$ cat src/rtl/boot_rom_copy_engine.sv
// rtl/boot_rom_copy_engine.sv - boot ROM to SRAM shadow copy engine with running checksum
//
// Purpose: copies len_i words from the boot ROM (starting at src_addr_i) into main
// SRAM (starting at dst_addr_i). Each word written is added to checksum_o.
// ROM reads are credit limited so the read-data FIFO never overflows.
//
// Ports:
//   clk_i, rst_ni            clock, asynchronous active-low reset
//   start_i                  one-cycle pulse, accepted in IDLE/DONE only
//   src_addr_i, dst_addr_i   first ROM / RAM word address
//   len_i                    word count, 0..2^RomAw
//   busy_o, done_o           copy in progress / sticky completion
//   checksum_o               sum of all words written, mod 2^Width
//   rom_cs_o, rom_addr_o     ROM read strobe and word address
//   rom_dout_i, rom_dvalid_i ROM read data, valid one cycle after rom_cs_o
//   ram_req_o, ram_we_o      RAM write request (write enable mirrors it)
//   ram_addr_o, ram_wdata_o  RAM word address and write data
//   ram_gnt_i                RAM accepts the current request
module boot_rom_copy_engine #(
   parameter int Width     = 32,
   parameter int RomAw     = 12,
   parameter int RamAw     = 14,
   parameter int FifoDepth = 4
) (
   input  logic             clk_i,
   input  logic             rst_ni,
   input  logic             start_i,
   input  logic [RomAw-1:0] src_addr_i,
   input  logic [RamAw-1:0] dst_addr_i,
   input  logic [RomAw:0]   len_i,
   output logic             busy_o,
   output logic             done_o,
   output logic [Width-1:0] checksum_o,
   output logic             rom_cs_o,
   output logic [RomAw-1:0] rom_addr_o,
   input  logic [Width-1:0] rom_dout_i,
   input  logic             rom_dvalid_i,
   output logic             ram_req_o,
   output logic             ram_we_o,
   output logic [RamAw-1:0] ram_addr_o,
   output logic [Width-1:0] ram_wdata_o,
   input  logic             ram_gnt_i
);

   localparam int PtrW = $clog2(FifoDepth);
   localparam int CntW = PtrW + 1;
   localparam int LenW = RomAw + 1;
   localparam logic [CntW:0] LevelMax = (CntW + 1)'(FifoDepth);

   typedef enum logic [1:0] {
      IDLE,
      COPY,
      DONE
   } state_e;

   state_e           state_q, state_d;
   logic [RomAw-1:0] src_q, src_d;
   logic [RamAw-1:0] dst_q, dst_d;
   logic [LenW-1:0]  len_q, len_d;
   logic [LenW-1:0]  rd_cnt_q, rd_cnt_d;
   logic [LenW-1:0]  wr_cnt_q, wr_cnt_d;
   logic             inflight_q, inflight_d;
   logic [RomAw-1:0] rom_addr_q, rom_addr_d;
   logic [Width-1:0] checksum_q, checksum_d;
   logic [Width-1:0] fifo_mem_q [FifoDepth];
   logic [Width-1:0] fifo_mem_d [FifoDepth];
   logic [PtrW-1:0]  wr_ptr_q, wr_ptr_d;
   logic [PtrW-1:0]  rd_ptr_q, rd_ptr_d;
   logic [CntW-1:0]  fifo_cnt_q, fifo_cnt_d;

   logic [CntW:0]    fifo_level;
   logic             rom_cs;
   logic             push;
   logic             pop;
   logic             ram_req;

   always_ff @(posedge clk_i or negedge rst_ni) begin
      if (!rst_ni) begin
         state_q    <= IDLE;
         src_q      <= '0;
         dst_q      <= '0;
         len_q      <= '0;
         rd_cnt_q   <= '0;
         wr_cnt_q   <= '0;
         inflight_q <= 1'b0;
         rom_addr_q <= '0;
         checksum_q <= '0;
         wr_ptr_q   <= '0;
         rd_ptr_q   <= '0;
         fifo_cnt_q <= '0;
         for (int i = 0; i < FifoDepth; i++) begin
            fifo_mem_q[i] <= '0;
         end
      end else begin
         state_q    <= state_d;
         src_q      <= src_d;
         dst_q      <= dst_d;
         len_q      <= len_d;
         rd_cnt_q   <= rd_cnt_d;
         wr_cnt_q   <= wr_cnt_d;
         inflight_q <= inflight_d;
         rom_addr_q <= rom_addr_d;
         checksum_q <= checksum_d;
         wr_ptr_q   <= wr_ptr_d;
         rd_ptr_q   <= rd_ptr_d;
         fifo_cnt_q <= fifo_cnt_d;
         fifo_mem_q <= fifo_mem_d;
      end
   end

   always_comb begin
      state_d    = state_q;
      src_d      = src_q;
      dst_d      = dst_q;
      len_d      = len_q;
      rd_cnt_d   = rd_cnt_q;
      wr_cnt_d   = wr_cnt_q;
      rom_addr_d = rom_addr_q;
      checksum_d = checksum_q;
      wr_ptr_d   = wr_ptr_q;
      rd_ptr_d   = rd_ptr_q;
      fifo_cnt_d = fifo_cnt_q;
      fifo_mem_d = fifo_mem_q;

      // Credit: buffered words plus the read whose data returns this cycle must
      // leave room for one more word, otherwise the next push could overflow.
      fifo_level = {1'b0, fifo_cnt_q} + {{CntW{1'b0}}, inflight_q};
      rom_cs     = (state_q == COPY) && (rd_cnt_q < len_q) && (fifo_level < LevelMax);
      // Data valid only counts when it answers a strobe from the previous cycle;
      // this also drops a response whose strobe was cut off by reset.
      push       = (state_q == COPY) && inflight_q && rom_dvalid_i;
      ram_req    = (state_q == COPY) && (fifo_cnt_q != '0);
      pop        = ram_req && ram_gnt_i;
      inflight_d = rom_cs;

      if (rom_cs) begin
         rom_addr_d = src_q + rd_cnt_q[RomAw-1:0];
         rd_cnt_d   = rd_cnt_q + LenW'(1);
      end

      if (push) begin
         fifo_mem_d[wr_ptr_q] = rom_dout_i;
         wr_ptr_d             = wr_ptr_q + PtrW'(1);
      end

      if (pop) begin
         rd_ptr_d   = rd_ptr_q + PtrW'(1);
         wr_cnt_d   = wr_cnt_q + LenW'(1);
         checksum_d = checksum_q + fifo_mem_q[rd_ptr_q];
      end

      case ({push, pop})
         2'b10:   fifo_cnt_d = fifo_cnt_q + CntW'(1);
         2'b01:   fifo_cnt_d = fifo_cnt_q - CntW'(1);
         default: fifo_cnt_d = fifo_cnt_q;
      endcase

      case (state_q)
         IDLE, DONE: begin
            if (start_i) begin
               state_d    = COPY;
               src_d      = src_addr_i;
               dst_d      = dst_addr_i;
               len_d      = len_i;
               rd_cnt_d   = '0;
               wr_cnt_d   = '0;
               checksum_d = '0;
               wr_ptr_d   = '0;
               rd_ptr_d   = '0;
               fifo_cnt_d = '0;
            end
         end
         COPY: begin
            if ((len_q == '0) || (pop && (wr_cnt_d == len_q))) begin
               state_d = DONE;
            end
         end
         default: state_d = IDLE;
      endcase
   end

   assign busy_o      = (state_q == COPY);
   assign done_o      = (state_q == DONE);
   assign checksum_o  = checksum_q;
   assign rom_cs_o    = rom_cs;
   // Address is presented combinationally with the strobe and held otherwise.
   assign rom_addr_o  = rom_addr_d;
   assign ram_req_o   = ram_req;
   assign ram_we_o    = ram_req;
   assign ram_addr_o  = ram_req ? (dst_q + RamAw'(wr_cnt_q)) : '0;
   assign ram_wdata_o = ram_req ? fifo_mem_q[rd_ptr_q] : '0;

endmodule

$ cat config.mk
export PLATFORM = sky130hd
export DESIGN_NAME = boot_rom_copy_engine
export DESIGN_NICKNAME = d
export VERILOG_FILES = /design/src/rtl/boot_rom_copy_engine.sv
export SDC_FILE = /design/constraint.sdc
export NUM_CORES = 1
export LEC_CHECK = 0
export ABC_AREA = 1
export CAP_MARGIN = 20
export CORE_AREA = 2 2 166 168
export CTS_BUF_LIST = sky130_fd_sc_hd__clkbuf_4
export DETAILED_ROUTE_END_ITERATION = 10
export DIE_AREA = 0 0 168 170
export PLACE_DENSITY_LB_ADDON = 0.2
export SYNTH_ARGS = -nofsm -noshare
export SYNTH_HDL_FRONTEND = slang
export SYNTH_SLANG_ARGS = --single-unit
$ cat constraint.sdc
create_clock -name clk_i -period 5.4 [get_ports clk_i]
set_clock_uncertainty 0.1 [all_clocks]
set_input_delay 1.08 -clock clk_i [delete_from_list [all_inputs] [get_ports clk_i]]
set_output_delay 1.08 -clock clk_i [all_outputs]
set_load 0.03 [all_outputs]
==> results of run 1 <==
Yosys cell counts (2+ instances only):
cell type	number	area share (%)
sky130_fd_sc_hd__a21oi_1	123	4.3
sky130_fd_sc_hd__fa_1	4	0.55
sky130_fd_sc_hd__nor2_1	225	5.8
sky130_fd_sc_hd__nand4_1	8	0.35
sky130_fd_sc_hd__inv_1	173	4.5
sky130_fd_sc_hd__o21bai_1	20	1.0
sky130_fd_sc_hd__o21a_1	11	0.57
sky130_fd_sc_hd__nor3_1	19	0.66
sky130_fd_sc_hd__o2111ai_1	3	0.18
sky130_fd_sc_hd__nand3_1	71	2.5
sky130_fd_sc_hd__nor4_1	8	0.35
sky130_fd_sc_hd__nand2_1	511	13
sky130_fd_sc_hd__a21o_1	12	0.62
sky130_fd_sc_hd__nand3b_1	2	0.10
sky130_fd_sc_hd__buf_2	7	0.24
sky130_fd_sc_hd__xor2_1	27	1.6
sky130_fd_sc_hd__clkinv_1	3	0.078
sky130_fd_sc_hd__xnor2_1	13	0.79
sky130_fd_sc_hd__nor2_4	2	0.16
sky130_fd_sc_hd__or2_2	4	0.17
sky130_fd_sc_hd__o211ai_1	12	0.62
sky130_fd_sc_hd__ha_1	74	6.4
sky130_fd_sc_hd__o21ai_0	284	9.8
sky130_fd_sc_hd__dfrtp_1	247	43
sky130_fd_sc_hd__buf_1	9	0.23
sky130_fd_sc_hd__o21ai_1	2	0.069
sky130_fd_sc_hd__a31oi_1	5	0.22
sky130_fd_sc_hd__a211oi_1	2	0.10
sky130_fd_sc_hd__clkbuf_1	60	1.6
cells in the final DEF (no fill, tap or decap), types with 3 or more instances in the layout:
cell type                         instances
sky130_fd_sc_hd__nand2_1                509
sky130_fd_sc_hd__clkbuf_4               100
sky130_fd_sc_hd__or2_2                    4
sky130_fd_sc_hd__clkinv_1                10
sky130_fd_sc_hd__inv_2                    4
sky130_fd_sc_hd__ha_1                    74
sky130_fd_sc_hd__inv_1                  173
sky130_fd_sc_hd__a21oi_1                123
sky130_fd_sc_hd__o21ai_0                284
sky130_fd_sc_hd__a31oi_1                  5
sky130_fd_sc_hd__nor3_1                  19
sky130_fd_sc_hd__nor2_1                 224
sky130_fd_sc_hd__nand4_1                  8
sky130_fd_sc_hd__nor4_1                   8
sky130_fd_sc_hd__o2111ai_1                3
sky130_fd_sc_hd__nand3_1                 71
sky130_fd_sc_hd__nor2_4                   3
sky130_fd_sc_hd__buf_4                   16
sky130_fd_sc_hd__fa_1                     4
sky130_fd_sc_hd__xor2_1                  27
sky130_fd_sc_hd__clkdlybuf4s50_1        169
sky130_fd_sc_hd__xnor2_1                 13
sky130_fd_sc_hd__o21a_1                  11
sky130_fd_sc_hd__a21o_1                  12
sky130_fd_sc_hd__o211ai_1                12
sky130_fd_sc_hd__o21bai_1                20
sky130_fd_sc_hd__dfrtp_1                246
logic make-up (layout without fill, tap and decap cells):
group / count (synthesis) / count (layout) / synth area share, %
flip-flops: 247 / 247 / 42.7
other: 0 / 2 / 0
XOR/XNOR: 40 / 40 / 2.42
AND/OR/NAND/NOR: 853 / 853 / 23.5
AO/OA/AOI/OAI: 478 / 478 / 17.7
adder cells (fa/ha/maj): 78 / 78 / 6.95
buffers and inverters: 255 / 479 / 6.75
layout make-up:
class                      count  area, um^2  share of cell area, %
multi-input combinational   1449        7330                   42.4
sequential                   247        6180                   35.7
timing repair buffer         187        1850                   10.7
clock buffer                 100         751                   4.34
inverter                     177         664                   3.84
tap                          341         427                   2.46
clock inverter                15         101                  0.585
antenna                        2        5.00                 0.0289
routing by layer:
layer,vias to the layer above,track usage [%],share of wire [%]
met4,0,8.92,2.4
met5,-,0,0
li1,6790,-,-
met2,462,43.2,44
met1,6406,39.6,47
met3,68,4.44,6.2
stage by stage:
stage	hold slack [ns]	setup WS (ns)	util (%)
2_1_floorplan	0.334	1.90	-
3_3_place_gp	0.356	1.44	61.7
3_5_place_dp	0.367	1.39	61.7
4_1_cts	0.375	0.646	64.9
5_1_grt	0.390	0.376	65.0
6_report	0.374	0.709	65.0
flip-flops by register name, summed over array words and instances, names as in the netlist, 3 cells and up:
register / cells
rd_cnt_q: 13
rom_addr_q: 12
fifo_cnt_q: 3
wr_cnt_q: 13
checksum_o: 32
dst_q: 14
len_q: 13
src_q: 12
fifo_mem_q: 128
critical path, cell delays in order, from the launching register on:
cell and delay, ns:
sky130_fd_sc_hd__dfrtp_1 0.37, sky130_fd_sc_hd__inv_1 0.09, sky130_fd_sc_hd__ha_1 0.31, sky130_fd_sc_hd__nand2_1 0.07, sky130_fd_sc_hd__inv_1 0.05, sky130_fd_sc_hd__nand3_1 0.06, sky130_fd_sc_hd__a21oi_1 0.12, sky130_fd_sc_hd__o21ai_0 0.09
sky130_fd_sc_hd__o211ai_1 0.09, sky130_fd_sc_hd__nand2_1 0.08, sky130_fd_sc_hd__nand2_1 0.25, sky130_fd_sc_hd__buf_4 0.35, sky130_fd_sc_hd__nand2_1 0.08, sky130_fd_sc_hd__o21ai_0 0.12, sky130_fd_sc_hd__clkdlybuf4s50_1 0.72
final timing paths:
kind | to | slack (ns) | depth (start not counted)
max | rom_addr_o[2] | 0.71 | 14
min | fifo_cnt_q[2] | 0.37 | 1
max reg2reg | checksum_o[28] | 1.54 | 19
min reg2reg | fifo_cnt_q[2] | 0.37 | 1
min in group asynchronous | src_q[9] | 0.39 | 1
max in group asynchronous | checksum_o[24] | 3.70 | 2
==> load_flow_metrics.sql, run 1 <==
INSERT INTO impl_metrics (metric_group, metric, value, unit) VALUES
('global_routing', 'grt_start_max_net_pins', '125', ''),
('place', 'hpwl', '26900', 'um'),
('cells_and_area', 'post_route_cells_drive_above_1_share', '6.34', '%'),
('logic_synthesis', 'synthesized_nets', '2105', ''),
('floorplanning', 'die_area', '28600', 'um^2'),
('sta', 'report.final.slew_viol_count', '0', ''),
('floorplanning', 'ios', '171', ''),
('sta', 'post-route-min-period', '4.69', 'ns'),
('logic_synthesis', 'postSynthCellCount', '1951', ''),
('logic_synthesis', 'asyncSetResetFlopFracSynth', '100', '%'),
('clock_network', 'ctsResizeCount', '0', ''),
('job', 'drv.max_cap_violation_count', '0', ''),
('global_routing', 'first_pass_grt_wire_length', '64200', 'um'),
('cells_and_area', 'stdcell_area', '17300', 'um^2'),
('sta', 'maxClockFrequency', '0.213', 'GHz'),
('critical_path', 'critical_path.endpoint_type', 'primary output', ''),
('cells_and_area', 'layout.cells.non_filler', '2518', ''),
('clock_network', 'numCtsBuffers', '70', ''),
('logic_synthesis', 'postSynth.topFlopCell', 'sky130_fd_sc_hd__dfrtp_1', ''),
('clock_network', 'cts_sinks', '247', ''),
('place', 'place.gp.congestion', '0.931', ''),
('global_routing', 'globalRouteOverflowTotal', '0', ''),
('logic_synthesis', 'number_of_enable_type_register_cells_in_the_synthesized_netlist', '0', ''),
('floorplanning', 'core_area', '26700', 'um^2'),
('sta', 'timing_hold_violations_final', '0', ''),
('clock_network', 'cts.htree.levels', '3', ''),
('place', 'place.port_buffers', '170', ''),
('clock_network', 'ctsRootBufferMaster', 'sky130_fd_sc_hd__clkbuf_4', ''),
('global_routing', 'first_global_vias', '13000', ''),
('sta', 'finalSetupViolCount', '0', ''),
('critical_path', 'worst_setup_path_startpoint', 'len_q[4]', ''),
('logic_synthesis', 'yosys.cell_types.count', '39', ''),
('cells_and_area', 'area.growth.synth_to_final', '19.6', '%'),
('floorplanning', 'initial_core_utilization', '54.3', '%'),
('drt', 'wire_per_inst', '15.6', 'um'),
('cells_and_area', 'layout.filler_cells', '2410', ''),
('sta', 'finalCritPeriodShare', '86.9', '%'),
('logic_synthesis', 'yosys_register_bits', '247', ''),
('drt', 'drtAntennaViolNets', '0', ''),
('floorplanning', 'fp-row-count', '60', ''),
('sta', 'worst_slew_margin_relative_to_its_limit', '36.4', '%'),
('worst_hold_path', 'holdCritPathClass', 'register to register', ''),
('place', 'placedInstanceArea', '16500', 'um^2'),
('outcome', 'run_status', 'completed', ''),
('logic_synthesis', 'avgSynthCellArea', '7.42', 'um^2'),
('floorplanning', 'die_w', '168', 'um'),
('drt', 'first_iter_violations', '1118', ''),
('floorplanning', 'die-height', '170', 'um'),
('drt', 'first_drt_pass_iteration_count', '5', ''),
('logic_synthesis', 'synth-seq-area-share', '42.7', '%'),
('clock_network', 'postCtsSetupBuffers', '0', ''),
('critical_path', 'critical_path_arrival', '3.51', 'ns'),
('worst_hold_path', 'hp-start', 'fifo_cnt_q[2]', ''),
('sta', 'fin_setup_tns', '0', 'ns'),
('drt', 'remaining_drc_errors', '0', ''),
('clock_network', 'cts_tree', 'done', ''),
('cells_and_area', 'nNetsFinal', '2286', ''),
('logic_synthesis', 'ys.warnings.count', '0', ''),
('global_routing', 'antenna_violations_before_repair', '1', ''),
('critical_path', 'critPathMaxFanout', '33', ''),
('critical_path', 'criticalPathCategory', 'register to primary output', ''),
('clock_network', 'cts.path.max_buffers', '3', ''),
('clock_network', 'ctsHoldBuffers', '0', ''),
('logic_synthesis', 'cell_area_after_synthesis', '14500', 'um^2'),
('drt', 'wl', '39200', 'um'),
('clock_network', 'clock_insertion_delay_worst_skew', '0.68', 'ns'),
('place', 'dp.cells', '2401', ''),
('clock_network', 'cts_clock_pin_slew_for_the_worst_setup_and_hold_paths', '0.07', 'ns'),
('global_routing', 'grt_resource_usage_total', '27.6', '%'),
('critical_path', 'data_required_time_of_the_critical_path', '4.22', 'ns'),
('critical_path', 'start_kind', 'register', ''),
('sta', 'worst_slew_pin_slew', '0.952', 'ns'),
('sta', 'grt_setup_unrepaired', 'no', ''),
('drt', 'drt-vias-per-instance', '5.45', ''),
('critical_path', 'timing.rr.start', 'rd_ptr_q[0]', ''),
('drt', 'num_vias', '13700', '');
Power of run 1 is not shown: default switching activity piles up to over one toggle a cycle in this logic, so the estimate is an artifact.
==> inputs of run 2 (changes only) <==
--- a/config.mk
+++ b/config.mk
@@ -11,7 +11,8 @@
 export CTS_BUF_LIST = sky130_fd_sc_hd__clkbuf_4
 export DETAILED_ROUTE_END_ITERATION = 10
 export DIE_AREA = 0 0 168 170
-export PLACE_DENSITY_LB_ADDON = 0.2
+export PLACE_DENSITY = 0.74
+export RECOVER_POWER = 25
 export SYNTH_ARGS = -nofsm -noshare
 export SYNTH_HDL_FRONTEND = slang
 export SYNTH_SLANG_ARGS = --single-unit
==> load_flow_metrics.sql, run 2 (synthesis gave the netlist of run 1 again) <==
INSERT INTO impl_metrics (metric_group, metric, value, unit) VALUES
('drt', 'first_iter_violations', '1241', ''),
('global_routing', 'first_pass_grt_wire_length', '64900', 'um'),
('drt', 'first_drt_pass_iteration_count', '6', ''),
('critical_path', 'critical-path-max-stage-delay', '0.73', 'ns'),
('place', 'dp.cells', '2400', ''),
('floorplanning', 'die-height', '170', 'um'),
('global_routing', 'globalRouteOverflowTotal', '0', ''),
('critical_path', 'start_kind', 'register', ''),
('critical_path', 'ff2ff_setup_slack', '1.41', 'ns'),
('cells_and_area', 'layout.filler_cells', '2405', ''),
('floorplanning', 'ios', '171', ''),
('cells_and_area', 'layout.cells.non_filler', '2525', ''),
('critical_path', 'critPathTopFamily', 'buffers and inverters', ''),
('global_routing', 'grt_resource_usage_total', '28.1', '%'),
('cells_and_area', 'post_route_cells_drive_above_1_share', '6.87', '%'),
('worst_hold_path', 'hold_end', 'fifo_cnt_q[2]', ''),
('drt', 'num_vias', '13700', ''),
('sta', 'grt_setup_unrepaired', 'no', ''),
('clock_network', 'cts.htree.levels', '3', ''),
('critical_path', 'timing.rr.start', 'rd_ptr_q[0]', ''),
('critical_path', 'most_frequent_cp_cell', 'sky130_fd_sc_hd__o21ai_0', ''),
('floorplanning', 'fp-row-count', '60', ''),
('cells_and_area', 'top_register', 'fifo_mem_q', ''),
('place', 'place.gp.congestion', '0.934', ''),
('worst_hold_path', 'hp-start', 'fifo_cnt_q[2]', ''),
('drt', 'top_signal_layer_used', 'met4', ''),
('floorplanning', 'initial_core_utilization', '54.3', '%'),
('sta', 'finalSetupViolCount', '0', ''),
('sta', 'post-route-min-period', '4.64', 'ns'),
('outcome', 'violations', 'max-capacitance violations, max-slew violations', ''),
('clock_network', 'numCtsBuffers', '71', ''),
('drt', 'drt-vias-per-instance', '5.43', ''),
('sta', 'maxClockFrequency', '0.216', 'GHz'),
('clock_network', 'postCtsSetupBuffers', '0', ''),
('floorplanning', 'die_w', '168', 'um'),
('critical_path', 'data_required_time_of_the_critical_path', '4.22', 'ns'),
('clock_network', 'cts_tree', 'done', ''),
('floorplanning', 'die_area', '28600', 'um^2'),
('cells_and_area', 'final_cell_mix', 'sky130_fd_sc_hd__nand2_1 (507), sky130_fd_sc_hd__o21ai_0 (284), sky130_fd_sc_hd__dfrtp_1 (246)', ''),
('critical_path', 'critPathMaxFanout', '40', ''),
('drt', 'drtAntennaViolNets', '0', ''),
('cells_and_area', 'area_occupied_by_multi_input_gates', '7340', 'um^2'),
('drt', 'wire_per_inst', '15.8', 'um'),
('clock_network', 'cts.path.max_buffers', '3', ''),
('critical_path', 'rr_worst_depth', '16', ''),
('worst_hold_path', 'whs_path_depth', '1', ''),
('critical_path', 'critical_path_arrival', '3.46', 'ns'),
('drt', 'remaining_drc_errors', '0', ''),
('sta', 'timing_hold_violations_final', '0', ''),
('clock_network', 'cts_sinks', '247', ''),
('sta', 'worst_slew_margin_relative_to_its_limit', '-71.8', '%'),
('cells_and_area', 'area.growth.synth_to_final', '20.0', '%'),
('drt', 'wl', '39800', 'um'),
('global_routing', 'antenna_violations_before_repair', '1', ''),
('sta', 'fin_setup_tns', '0', 'ns'),
('drt', 'wl_met2', '18100', 'um'),
('critical_path', 'crit_buf_inv', '2', ''),
('floorplanning', 'core_area', '26700', 'um^2'),
('cells_and_area', 'nNetsFinal', '2286', ''),
('job', 'drv.max_cap_violation_count', '3', ''),
('outcome', 'run_status', 'finished, violations left', ''),
('clock_network', 'ctsRootBufferMaster', 'sky130_fd_sc_hd__clkbuf_4', ''),
('critical_path', 'critical_path.endpoint_type', 'primary output', ''),
('place', 'hpwl', '27400', 'um'),
('drt', 'wl_met3', '2420', 'um'),
('place', 'place.port_buffers', '170', ''),
('sta', 'finalCritPeriodShare', '85.9', '%'),
('critical_path', 'worstPathCellList', 'ha_1, a21oi_1, o21ai_0, o21ai_0, o211ai_1, nand2_1, nand2_1, buf_4, o21ai_0, clkdlybuf4s50_1', ''),
('global_routing', 'grt_start_max_net_pins', '117', ''),
('global_routing', 'first_global_vias', '13100', ''),
('clock_network', 'ctsResizeCount', '0', ''),
('cells_and_area', 'layout_commonest_cell', 'sky130_fd_sc_hd__nand2_1', ''),
('clock_network', 'clock_insertion_delay_worst_skew', '0.70', 'ns'),
('critical_path', 'criticalPathCategory', 'register to primary output', ''),
('critical_path', 'r2r_end', 'checksum_o[30]', ''),
('clock_network', 'ctsHoldBuffers', '0', ''),
('sta', 'report.final.slew_viol_count', '252', ''),
('cells_and_area', 'largest_register_ffs', '128', ''),
('drt', 'routedLengthMet1', '18400', 'um'),
('critical_path', 'slowest_library_cell_on_the_worst_path', 'sky130_fd_sc_hd__clkdlybuf4s50_1', ''),
('sta', 'worst_slew_pin_slew', '2.58', 'ns'),
('clock_network', 'cts_clock_pin_slew_for_the_worst_setup_and_hold_paths', '0.07', 'ns'),
('cells_and_area', 'regArea', '6180', 'um^2'),
('worst_hold_path', 'holdCritPathClass', 'register to register', '');
[run 2: cell types whose count changed in the layout (fill, tap and decap cells not counted), sizes merged]
cell      delta
clkbuf      +13
buf          -4
inv          -3
clkinvlp     +2
diode        -1
[run 2: layer usage]
layer  GRT usage [%]  vias up
li1                -     6800
met1            38.8     6386
met2            45.4      463
met3            4.33       61
met4            9.68        0
met5               0        -
[run 2: final cells by class]
class | instances | share of cell area [%]
antenna | 1 | 0.0144
clock buffer | 110 | 4.75
clock inverter | 14 | 0.591
inverter | 177 | 3.83
multi-input combinational | 1449 | 42.3
sequential | 247 | 35.6
tap | 341 | 2.46
timing repair buffer | 186 | 10.5
[run 2: worst max path at each step]
| stage | from | to | slack [ns] | cells after the start |
|---|---|---|---|---|
| after global placement | rd_cnt_q[2] | rom_addr_o[9] | 1.55 | 9 |
| after global routing | rd_cnt_q[4] | rom_addr_o[4] | 0.48 | 13 |
| final | rd_cnt_q[4] | rom_addr_o[1] | 0.76 | 10 |
| after floorplan | rd_cnt_q[2] | rom_addr_o[9] | 1.90 | 8 |
| after detailed placement | rd_cnt_q[2] | rom_addr_o[9] | 1.47 | 9 |
| after CTS | rd_cnt_q[2] | rom_addr_o[9] | 0.73 | 9 |
[run 2: through the flow]
stage	utilization (%)	hold slack, ns	setup slack (ns)	cell area (um^2)
2_1_floorplan	-	0.334	1.90	14500
3_3_place_gp	61.8	0.350	1.55	16500
3_5_place_dp	61.8	0.367	1.47	16500
4_1_cts	65.3	0.313	0.731	17400
5_1_grt	65.2	0.397	0.475	17400
6_report	65.2	0.372	0.762	17400
[run 2: worst register-to-register path, stage by stage, from the launching register on]
cell,delay (ns)
sky130_fd_sc_hd__dfrtp_2,0.35
sky130_fd_sc_hd__clkinv_1,0.67
sky130_fd_sc_hd__buf_12,0.48
sky130_fd_sc_hd__nor2_1,0.13
sky130_fd_sc_hd__nor2_1,0.04
sky130_fd_sc_hd__o21ai_0,0.14
sky130_fd_sc_hd__nand2_1,0.21
sky130_fd_sc_hd__ha_1,0.42
sky130_fd_sc_hd__nand2_1,0.10
sky130_fd_sc_hd__nor2_1,0.20
sky130_fd_sc_hd__nand2_1,0.07
sky130_fd_sc_hd__o21ai_1,0.37
sky130_fd_sc_hd__nand3_1,0.20
sky130_fd_sc_hd__nand3_1,0.11
sky130_fd_sc_hd__nand2_1,0.05
sky130_fd_sc_hd__o21ai_0,0.17
sky130_fd_sc_hd__inv_1,0.05
Power of run 2 is left out for the same reason.
==> inputs of run 3 (changes only) <==
--- a/config.mk
+++ b/config.mk
@@ -11,8 +11,9 @@
 export CTS_BUF_LIST = sky130_fd_sc_hd__clkbuf_4
 export DETAILED_ROUTE_END_ITERATION = 10
 export DIE_AREA = 0 0 168 170
-export PLACE_DENSITY = 0.74
+export PLACE_DENSITY = 0.76
 export RECOVER_POWER = 25
+export SLEW_MARGIN = 20
 export SYNTH_ARGS = -nofsm -noshare
 export SYNTH_HDL_FRONTEND = slang
 export SYNTH_SLANG_ARGS = --single-unit
==> load_flow_metrics.sql, run 3 (synthesis gave the netlist of run 1 again) <==
INSERT INTO impl_metrics (metric_group, metric, value, unit) VALUES
('floorplanning', 'ios', '171', ''),
('worst_hold_path', 'whs_path_depth', '1', ''),
('floorplanning', 'die_area', '28600', 'um^2'),
('cells_and_area', 'regArea', '6180', 'um^2'),
('sta', 'worst_slew_pin_slew', '3.46', 'ns'),
('outcome', 'run_status', 'finished, violations left', ''),
('floorplanning', 'initial_core_utilization', '54.3', '%'),
('cells_and_area', 'area.growth.synth_to_final', '19.9', '%'),
('drt', 'remaining_drc_errors', '0', ''),
('cells_and_area', 'post_route_cells_drive_above_1_share', '6.53', '%'),
('clock_network', 'cts_tree', 'done', ''),
('floorplanning', 'fp-row-count', '60', ''),
('place', 'place.gp.congestion', '0.958', ''),
('global_routing', 'grt_start_max_net_pins', '143', ''),
('cells_and_area', 'largest_register_ffs', '128', ''),
('clock_network', 'ctsRootBufferMaster', 'sky130_fd_sc_hd__clkbuf_4', ''),
('clock_network', 'cts.path.max_buffers', '3', ''),
('sta', 'fin_setup_tns', '0', 'ns'),
('job', 'drv.max_cap_violation_count', '1', ''),
('critical_path', 'critical-path-max-stage-delay', '0.73', 'ns'),
('worst_hold_path', 'hold_end', 'fifo_cnt_q[2]', ''),
('critical_path', 'start_kind', 'register', ''),
('drt', 'drt-vias-per-instance', '5.46', ''),
('critical_path', 'criticalPathCategory', 'register to primary output', ''),
('drt', 'wire_per_inst', '15.4', 'um'),
('cells_and_area', 'top_register', 'fifo_mem_q', ''),
('critical_path', 'slowest_library_cell_on_the_worst_path', 'sky130_fd_sc_hd__clkdlybuf4s50_1', ''),
('drt', 'wl', '38800', 'um'),
('drt', 'first_drt_pass_iteration_count', '6', ''),
('critical_path', 'rr_worst_depth', '18', ''),
('outcome', 'violations', 'max-capacitance violations, max-slew violations', ''),
('sta', 'maxClockFrequency', '0.214', 'GHz'),
('sta', 'timing_hold_violations_final', '0', ''),
('clock_network', 'clock_insertion_delay_worst_skew', '0.69', 'ns'),
('clock_network', 'cts.htree.levels', '3', ''),
('cells_and_area', 'layout_commonest_cell', 'sky130_fd_sc_hd__nand2_1', ''),
('clock_network', 'postCtsSetupBuffers', '0', ''),
('clock_network', 'ctsHoldBuffers', '0', ''),
('critical_path', 'r2r_end', 'checksum_o[28]', ''),
('sta', 'post-route-min-period', '4.67', 'ns'),
('sta', 'worst_slew_margin_relative_to_its_limit', '-131', '%'),
('drt', 'drtAntennaViolNets', '0', ''),
('critical_path', 'timing.rr.start', 'rd_ptr_q[1]', ''),
('global_routing', 'first_pass_grt_wire_length', '64000', 'um'),
('global_routing', 'first_global_vias', '13000', ''),
('cells_and_area', 'nNetsFinal', '2288', ''),
('global_routing', 'grt_resource_usage_total', '27.7', '%'),
('sta', 'finalCritPeriodShare', '86.5', '%'),
('critical_path', 'worstPathCellList', 'inv_1, ha_1, nand2_1, inv_1, and3_1, a211oi_1, nand2_1, buf_4, o21ai_0, clkdlybuf4s50_1', ''),
('global_routing', 'globalRouteOverflowTotal', '0', ''),
('critical_path', 'critical_path_arrival', '3.49', 'ns'),
('cells_and_area', 'area_occupied_by_multi_input_gates', '7340', 'um^2'),
('sta', 'report.final.slew_viol_count', '61', ''),
('clock_network', 'numCtsBuffers', '70', ''),
('place', 'hpwl', '26900', 'um'),
('critical_path', 'data_required_time_of_the_critical_path', '4.22', 'ns'),
('drt', 'num_vias', '13700', ''),
('critical_path', 'critPathMaxFanout', '34', ''),
('sta', 'finalSetupViolCount', '0', ''),
('global_routing', 'antenna_violations_before_repair', '1', ''),
('critical_path', 'ff2ff_setup_slack', '1.48', 'ns'),
('critical_path', 'critical_path.endpoint_type', 'primary output', ''),
('cells_and_area', 'final_cell_mix', 'sky130_fd_sc_hd__nand2_1 (507), sky130_fd_sc_hd__o21ai_0 (284), sky130_fd_sc_hd__dfrtp_1 (246)', ''),
('worst_hold_path', 'hp-start', 'fifo_cnt_q[2]', ''),
('place', 'place.port_buffers', '170', ''),
('worst_hold_path', 'holdCritPathClass', 'register to register', ''),
('floorplanning', 'core_area', '26700', 'um^2'),
('floorplanning', 'die_w', '168', 'um'),
('clock_network', 'ctsResizeCount', '0', ''),
('drt', 'first_iter_violations', '1297', ''),
('floorplanning', 'die-height', '170', 'um'),
('sta', 'grt_setup_unrepaired', 'no', ''),
('cells_and_area', 'layout.filler_cells', '2359', ''),
('clock_network', 'cts_clock_pin_slew_for_the_worst_setup_and_hold_paths', '0.07', 'ns'),
('clock_network', 'cts_sinks', '247', '');
## run 3: cell count changes in the layout (fill, tap and decap cells not counted)
cell	before	now
sky130_fd_sc_hd__buf_16	0	1
sky130_fd_sc_hd__clkinv_4	2	0
sky130_fd_sc_hd__bufinv_16	1	3
sky130_fd_sc_hd__buf_12	1	0
sky130_fd_sc_hd__clkinvlp_4	3	2
sky130_fd_sc_hd__clkbuf_4	111	102
sky130_fd_sc_hd__clkinv_1	8	9
sky130_fd_sc_hd__buf_4	13	17
sky130_fd_sc_hd__clkinv_2	2	0
## run 3: cell type report
cell class,instances,share of cell area (%)
Multi-Input combinational cell,1449,42.3
Sequential cell,247,35.6
Timing Repair Buffer,189,10.7
Clock buffer,102,4.41
Inverter,177,3.83
Tap cell,341,2.46
Clock inverter,12,0.756
Antenna cell,1,0.0144
## run 3: worst max path at each step
stage                     slack, ns        start  cells after the start        endpoint
after floorplan                1.90  rd_cnt_q[2]                      8   rom_addr_o[9]
after global placement         1.48     len_q[4]                     11  rom_addr_o[11]
after detailed placement       1.47     len_q[2]                     11  rom_addr_o[10]
after CTS                      0.73    len_q[12]                     10  rom_addr_o[10]
after global routing           0.47    len_q[12]                     10  rom_addr_o[10]
final                          0.73    len_q[12]                     10   rom_addr_o[1]
## run 3: metrics by stage
stage	utilization, %	std cells	hold WS [ns]	cell area (um^2)	worst slack (ns)
after floorplan	-	1951	0.334	14500	1.90
after global placement	61.7	2402	0.354	16500	1.48
after detailed placement	61.7	2402	0.365	16500	1.47
after CTS	65.1	2516	0.375	17400	0.726
after global routing	65.2	2518	0.391	17400	0.473
final	65.2	2518	0.376	17400	0.731
## run 3: routing by layer
metal,global-route usage [%],wire length [um],vias to the layer above
met5,0,0,-
met4,11.2,1290,0
met3,4.70,2510,90
met2,42.7,17100,492
met1,39.0,18000,6374
li1,-,-,6791
## run 3: worst max-delay path: cells and delay by family, from the launching register on
family / cells / cell delay, ns
compound gates: 2 / 0.51
simple gates: 3 / 0.47
fa+ha+maj: 1 / 0.26
flops: 1 / 0.38
buf+inv: 4 / 1.22
Power of run 3 is left out for the same reason.
==> variant 1 (settings of run 2) <==
`rom_addr_q` and `checksum_q` no longer have a reset.
--- a/src/rtl/boot_rom_copy_engine.sv
+++ b/src/rtl/boot_rom_copy_engine.sv
@@ -85,4 +85,2 @@
          inflight_q <= 1'b0;
-         rom_addr_q <= '0;
-         checksum_q <= '0;
          wr_ptr_q   <= '0;
@@ -101,4 +99,2 @@
          inflight_q <= inflight_d;
-         rom_addr_q <= rom_addr_d;
-         checksum_q <= checksum_d;
          wr_ptr_q   <= wr_ptr_d;
@@ -108,2 +104,7 @@
       end
+   end
+
+   always_ff @(posedge clk_i) begin
+      rom_addr_q <= rom_addr_d;
+      checksum_q <= checksum_d;
    end
Behaviour: differs if rst_ni is asserted again (counterexample within 4 cycles, from zero or initial values and one cycle with rst_ni low); with rst_ni held inactive, the same outputs for 4 cycles.
==> variant 1 against run 2 <==
  * The flow still finishes with violations (capacitance limit, slew limit)
  * Setup slack got worse by 85 ps
  * Global-route usage fell by 0.28 points
  * Sequential cell count did not move
  * Cell area fell by 1.2%
  * Critical path type unchanged
  * Synthesized area fell by 1.5%
  * Via count fell by 1.6%
  * Routed wire length fell by 0.96%
Power is left out: the tool's default activity adds up to more than one toggle a clock period on the data nets, which glitch-free logic cannot reach.
==> variant 1: results (changes against run 2) <==
GRT
  – Vias in the first global route: 13.0k (was 13.1k)
  – Pin count of the biggest net entering global routing: 135 (was 117)
  – Met1 Use GR: 38.7% (was 38.8%)
  – Initial antenna violation count: 2 (was 1)
  – GR Util met3: 4.12% (was 4.33%)
  – Global-route usage over all layers: 27.8% (was 28.1%)
  – Grt met2 use: 44.2% (was 45.4%)
  – First-pass GRT wire length: 63900 µm (was 64900 µm)

Critical path
  – Crit path DAT: 3540 ps (was 3460 ps)
  – R2r startpoint: rd_ptr_q[1] (was rd_ptr_q[0])
  – CP max FO: 34 (was 40)
  – R2R Setup Slk: 1700 ps (was 1410 ps)
  – Capturing point of the worst reg2reg path: checksum_o[28] (was checksum_o[30])
  – R2r worst-path depth: 17 (was 16)

Yosys
  – Synth unique cells: 40 (was 39)
  – FFs w/ async S/R, synth: 82.2% (was 100%)
  – Mean area per synthesized cell: 7.31 µm² (was 7.42 µm²)
  – Synth area leaders: dfrtp_1 36%, nand2_1 13%, o21ai_0 10% (was dfrtp_1 43%, nand2_1 13%, o21ai_0 9.8%)
  – Yosys top cell area share: 35.6% (was 42.7%)
  – Most instantiated cells after synthesis: 511 x nand2_1, 284 x o21ai_0, 225 x nor2_1, 203 x dfrtp_1, 173 x inv_1 (was 511 x nand2_1, 284 x o21ai_0, 247 x dfrtp_1, 225 x nor2_1, 173 x inv_1)
  – Sequential area share after synthesis: 41.8% (was 42.7%)

Status
  – Failing checks: capacitance limit, slew limit (unchanged)
  – Outcome: finished with violations (unchanged)

Timing
  – Max-slew violation count: 158 (was 252)
  – Least-Margin Pin Slew: 2900 ps (was 2580 ps)
  – Fin Hold WS: 362 ps (was 372 ps)

Clocking
  – Clock latency on the worst-skew pair: 680 ps (was 700 ps)
  – CTS root buf: clkbuf_4 (unchanged)
  – CTS buffer count: 69 (was 71)
  – Clock buffer depth: 3 (unchanged)
  – H-tree levels: 3 (unchanged)
  – Setup Buffers After CTS: 0 (unchanged)

Place
  – Area post-placement: 0.0162 mm² (was 0.0165 mm²)
  – HPWL Detailed: 27200 µm (was 27400 µm)
  – # placed instances: 2399 (was 2400)
  – PortBufs: 170 (unchanged)
  – Placer Congestion: 0.915 (was 0.934)
  – Place WS: 1400 ps (was 1470 ps)

Hold path
  – Hold Path Class: reg2reg (unchanged)
  – Hold path cells: 2 (was 1)
  – Hold Startpoint: rom_addr_q[0] (was fifo_cnt_q[2])
  – Worst Hold End: rom_addr_q[0] (was fifo_cnt_q[2])

Drt
  – Detailed Route WL: 39400 µm (was 39800 µm)
  – Routed vias/inst: 5.35 (was 5.43)
  – Initial DRC count: 953 (was 1241)
  – TritonRoute pass-1 iters: 5 (was 6)

Final layout
  – Layout cells sized above 1: 6.43% (was 6.87%)
  – Layout net count: 2286 (unchanged)
  – Non-Filler Instances: 2520 (was 2525)
  – Most flops, register: fifo_mem_q (unchanged)
  – Number of flip-flops in the largest register: 128 (unchanged)

Job
  – Max_cap viols: 2 (was 3)
-- variant 1: cell types whose count changed after synthesis --
cell	delta
dfrtp_1	-44
dfxtp_1	+44
-- variant 1: area by class of cell --
cell class                      count  area, µm²
Fill cell                        2424       9490
Clock inverter                     14        151
Multi-Input combinational cell   1449       7330
Sequential cell                   247       5960
Inverter                          177        664
Tap cell                          341        427
Timing Repair Buffer              188       1850
Clock buffer                      103        773
Antenna cell                        1       2.50
-- variant 1: cells by family (layout without fill, tap and decap cells) --
kind of cell	Yosys count	in the layout	share of synthesized area, %
AND/OR/NAND/NOR	853	853	23.8
XOR/XNOR	40	40	2.46
flip-flops	247	247	41.8
other	0	1	0
AO/OA/AOI/OAI	478	478	18.0
buffers and inverters	255	482	6.85
adder cells (fa/ha/maj)	78	78	7.06
-- variant 1: worst max-delay path, stage by stage (launching register included) --
cell and delay (ps):
dfrtp_1 390, inv_1 130, ha_1 260, a21oi_1 150
o21ai_0 90, o21ai_0 210, o211ai_1 110, nand2_1 70
nand2_1 170, buf_4 310, o21ai_0 260, clkdlybuf4s50_1 710
-- variant 1: how the worst max path moves through the flow --
stage                      startpoint             to  slack [ps]  cells past startpoint
final                        len_q[4]  rom_addr_o[8]         680                     11
after global routing      rd_cnt_q[4]  rom_addr_o[5]         440                     13
after detailed placement     len_q[4]  rom_addr_o[4]        1400                     11
after CTS                    len_q[4]  rom_addr_o[4]         660                     11
after global placement       len_q[4]  rom_addr_o[8]        1520                     11
after floorplan           rd_cnt_q[2]  rom_addr_o[9]        1910                      8
-- variant 1: per-layer routing --
metal,part of all wire [%],up-vias
met1,47,6226
met3,5.6,64
met4,2.4,2
met5,0.033,-
met2,45,422
li1,-,6780
==> variant 2 (settings of run 2) <==
Made on the original files. `Width`: 32 -> 16.
--- a/src/rtl/boot_rom_copy_engine.sv
+++ b/src/rtl/boot_rom_copy_engine.sv
@@ -19,3 +19,3 @@
 module boot_rom_copy_engine #(
-   parameter int Width     = 32,
+   parameter int Width     = 16,
    parameter int RomAw     = 12,
Interface: changed (resized checksum_o, ram_wdata_o and rom_dout_i); port bits go from 171 to 123. The function was not compared with the original's and may differ.
==> variant 2 against run 2 <==
  * Via count fell by 33%
  * Synthesized area fell by 32%
  * Setup slack got worse by 150 ps
  * Cell area fell by 33%
  * Maximum frequency fell by 3.2%
  * First-iteration DRC count fell by 48%
  * Critical path depth rose by 4
  * Routed wire length fell by 32%
  * Largest cell class unchanged
  * The run still ends with capacitance limit, slew limit left
  * Sequential cell count fell by 80
Power is not shown: default switching activity piles up to over one toggle a cycle in this logic, so the estimate is an artifact.
==> variant 2: results (changes against run 2) <==
Place
  – Place WS: 1220 ps (was 1470 ps)
  – HPWL Detailed: 19100 µm (was 27400 µm)
  – PortBufs: 122 (was 170)
  – Placer Congestion: 0.864 (was 0.934)

Clocking
  – Setup Buffers After CTS: 0 (unchanged)
  – CTS root buf: clkbuf_4 (unchanged)
  – CTS buffer count: 17 (was 71)
  – Post_cts resized: 0 (unchanged)
  – Clock latency on the worst-skew pair: 600 ps (was 700 ps)
  – Clock buffer depth: 2 (was 3)
  – Clock transition at the registers of the reported paths: 170 ps (was 70 ps)
  – H-tree levels: 4 (was 3)

Yosys
  – Yosys warns: 0 (unchanged)
  – Sequential area share after synthesis: 42.5% (was 42.7%)
  – Syn_nets: 1433 (was 2105)
  – Most instantiated cells after synthesis: 377 x nand2_1, 172 x o21ai_0, 167 x dfrtp_1, 141 x nor2_1, 111 x inv_1 (was 511 x nand2_1, 284 x o21ai_0, 247 x dfrtp_1, 225 x nor2_1, 173 x inv_1)
  – Cell taking the most area after synthesis: dfrtp_1 (unchanged)
  – Synth unique cells: 39 (unchanged)
  – Synth area leaders: dfrtp_1 43%, nand2_1 14%, o21ai_0 8.8% (was dfrtp_1 43%, nand2_1 13%, o21ai_0 9.8%)
  – FFs w/ async S/R, synth: 100% (unchanged)

Final layout
  – Layout cells sized above 1: 3.29% (was 6.87%)
  – Layout net count: 1536 (was 2286)
  – Number of flip-flops in the largest register: 64 (was 128)
  – Most flops, register: fifo_mem_q (unchanged)

GRT
  – First-pass GRT wire length: 44900 µm (was 64900 µm)
  – Vias in the first global route: 9167 (was 13.1k)
  – Pin count of the biggest net entering global routing: 99 (was 117)
  – Initial antenna violation count: 1 (unchanged)
  – Grt met2 use: 33.5% (was 45.4%)
  – Global-route usage over all layers: 19.5% (was 28.1%)
  – Met1 Use GR: 25.0% (was 38.8%)
  – GR Util met3: 3.72% (was 4.33%)

Hold path
  – Hold Path Class: reg2reg (unchanged)
  – Hold path cells: 1 (unchanged)

Drt
  – TritonRoute pass-1 iters: 6 (unchanged)
  – Initial DRC count: 640 (was 1241)
  – Detailed Route WL: 26900 µm (was 39800 µm)
  – Routed vias/inst: 5.18 (was 5.43)

Timing
  – Least-Margin Pin Slew: 3850 ps (was 2580 ps)
  – Max-slew violation count: 70 (was 252)

Critical path
  – Crit path DAT: 3610 ps (was 3460 ps)
  – R2r worst-path depth: 16 (unchanged)
  – Max incr delay on CP: 590 ps (was 730 ps)
  – CP max stage cell: nand2_1 (was clkdlybuf4s50_1)
  – CP max FO: 27 (was 40)

Status
  – Outcome: finished with violations (unchanged)
  – Failing checks: capacitance limit, slew limit (unchanged)

Job
  – Max_cap viols: 1 (was 3)
-- variant 2: changes by cell type after synthesis, moves of 7 or more --
cell and change:
nand2_1 -134, o21bai_1 -14, nand3_1 -17, o21ai_0 -112, nor2_1 -84, o21a_1 -9, inv_1 -62, dfrtp_1 -80
nor3_1 -10, clkbuf_1 -24, xor2_1 -7, ha_1 -16, a21oi_1 -48
-- variant 2: final cells by class --
cell class,count,area (µm²)
inverter,115,437
multi-input combinational,983,5030
clock inverter,15,178
fill,2629,15000
antenna,1,2.50
timing repair buffer,130,1290
sequential,167,4180
clock buffer,17,128
tap,341,427
-- variant 2: worst paths after layout --
kind,startpoint,end,slack [ps]
max reg2reg,rd_ptr_q[1],checksum_o[15],1480
min reg2reg,fifo_cnt_q[2],fifo_cnt_q[2],380
max in group asynchronous,rst_ni,rd_ptr_q[0],1320
min in group asynchronous,rst_ni,fifo_mem_q[50],1700
min,fifo_cnt_q[2],fifo_cnt_q[2],380
max,rd_cnt_q[4],rom_addr_o[0],610
-- variant 2: layer usage --
| metal | part of all wire (%) | vias up |
|---|---|---|
| met3 | 6.0 | 44 |
| met1 | 45 | 4341 |
| met5 | 0 | - |
| met2 | 47 | 276 |
| met4 | 1.7 | 0 |
| li1 | - | 4509 |
-- variant 2: per-stage QoR --
step                      utilization, %  hold slack (ps)  cells  instance area, µm²
final                               43.8              382   1769               11700
after global routing                43.8              396   1769               11700
after detailed placement            42.6              361   1736               11400
after CTS                           43.8              367   1768               11700
after global placement              42.6              352   1736               11400
after floorplan                        -              333   1311                9830
-- variant 2: kinds of logic after synthesis --
kind of cell	Yosys count	share of synthesized area (%)
xor+xnor	30	2.67
compound gates	285	15.5
simple gates	606	24.7
flops	167	42.5
fa+ha+maj	62	8.20
buf+inv	161	6.38
-- variant 2: worst max-delay path: cells and delay by family, from the launching register on --
| kind | cells | cell delay [ps] |
|---|---|---|
| flip-flops | 1 | 450 |
| AND/OR/NAND/NOR | 8 | 1120 |
| buffers and inverters | 3 | 950 |
| AO/OA/AOI/OAI | 2 | 190 |
| adder cells (fa/ha/maj) | 1 | 310 |
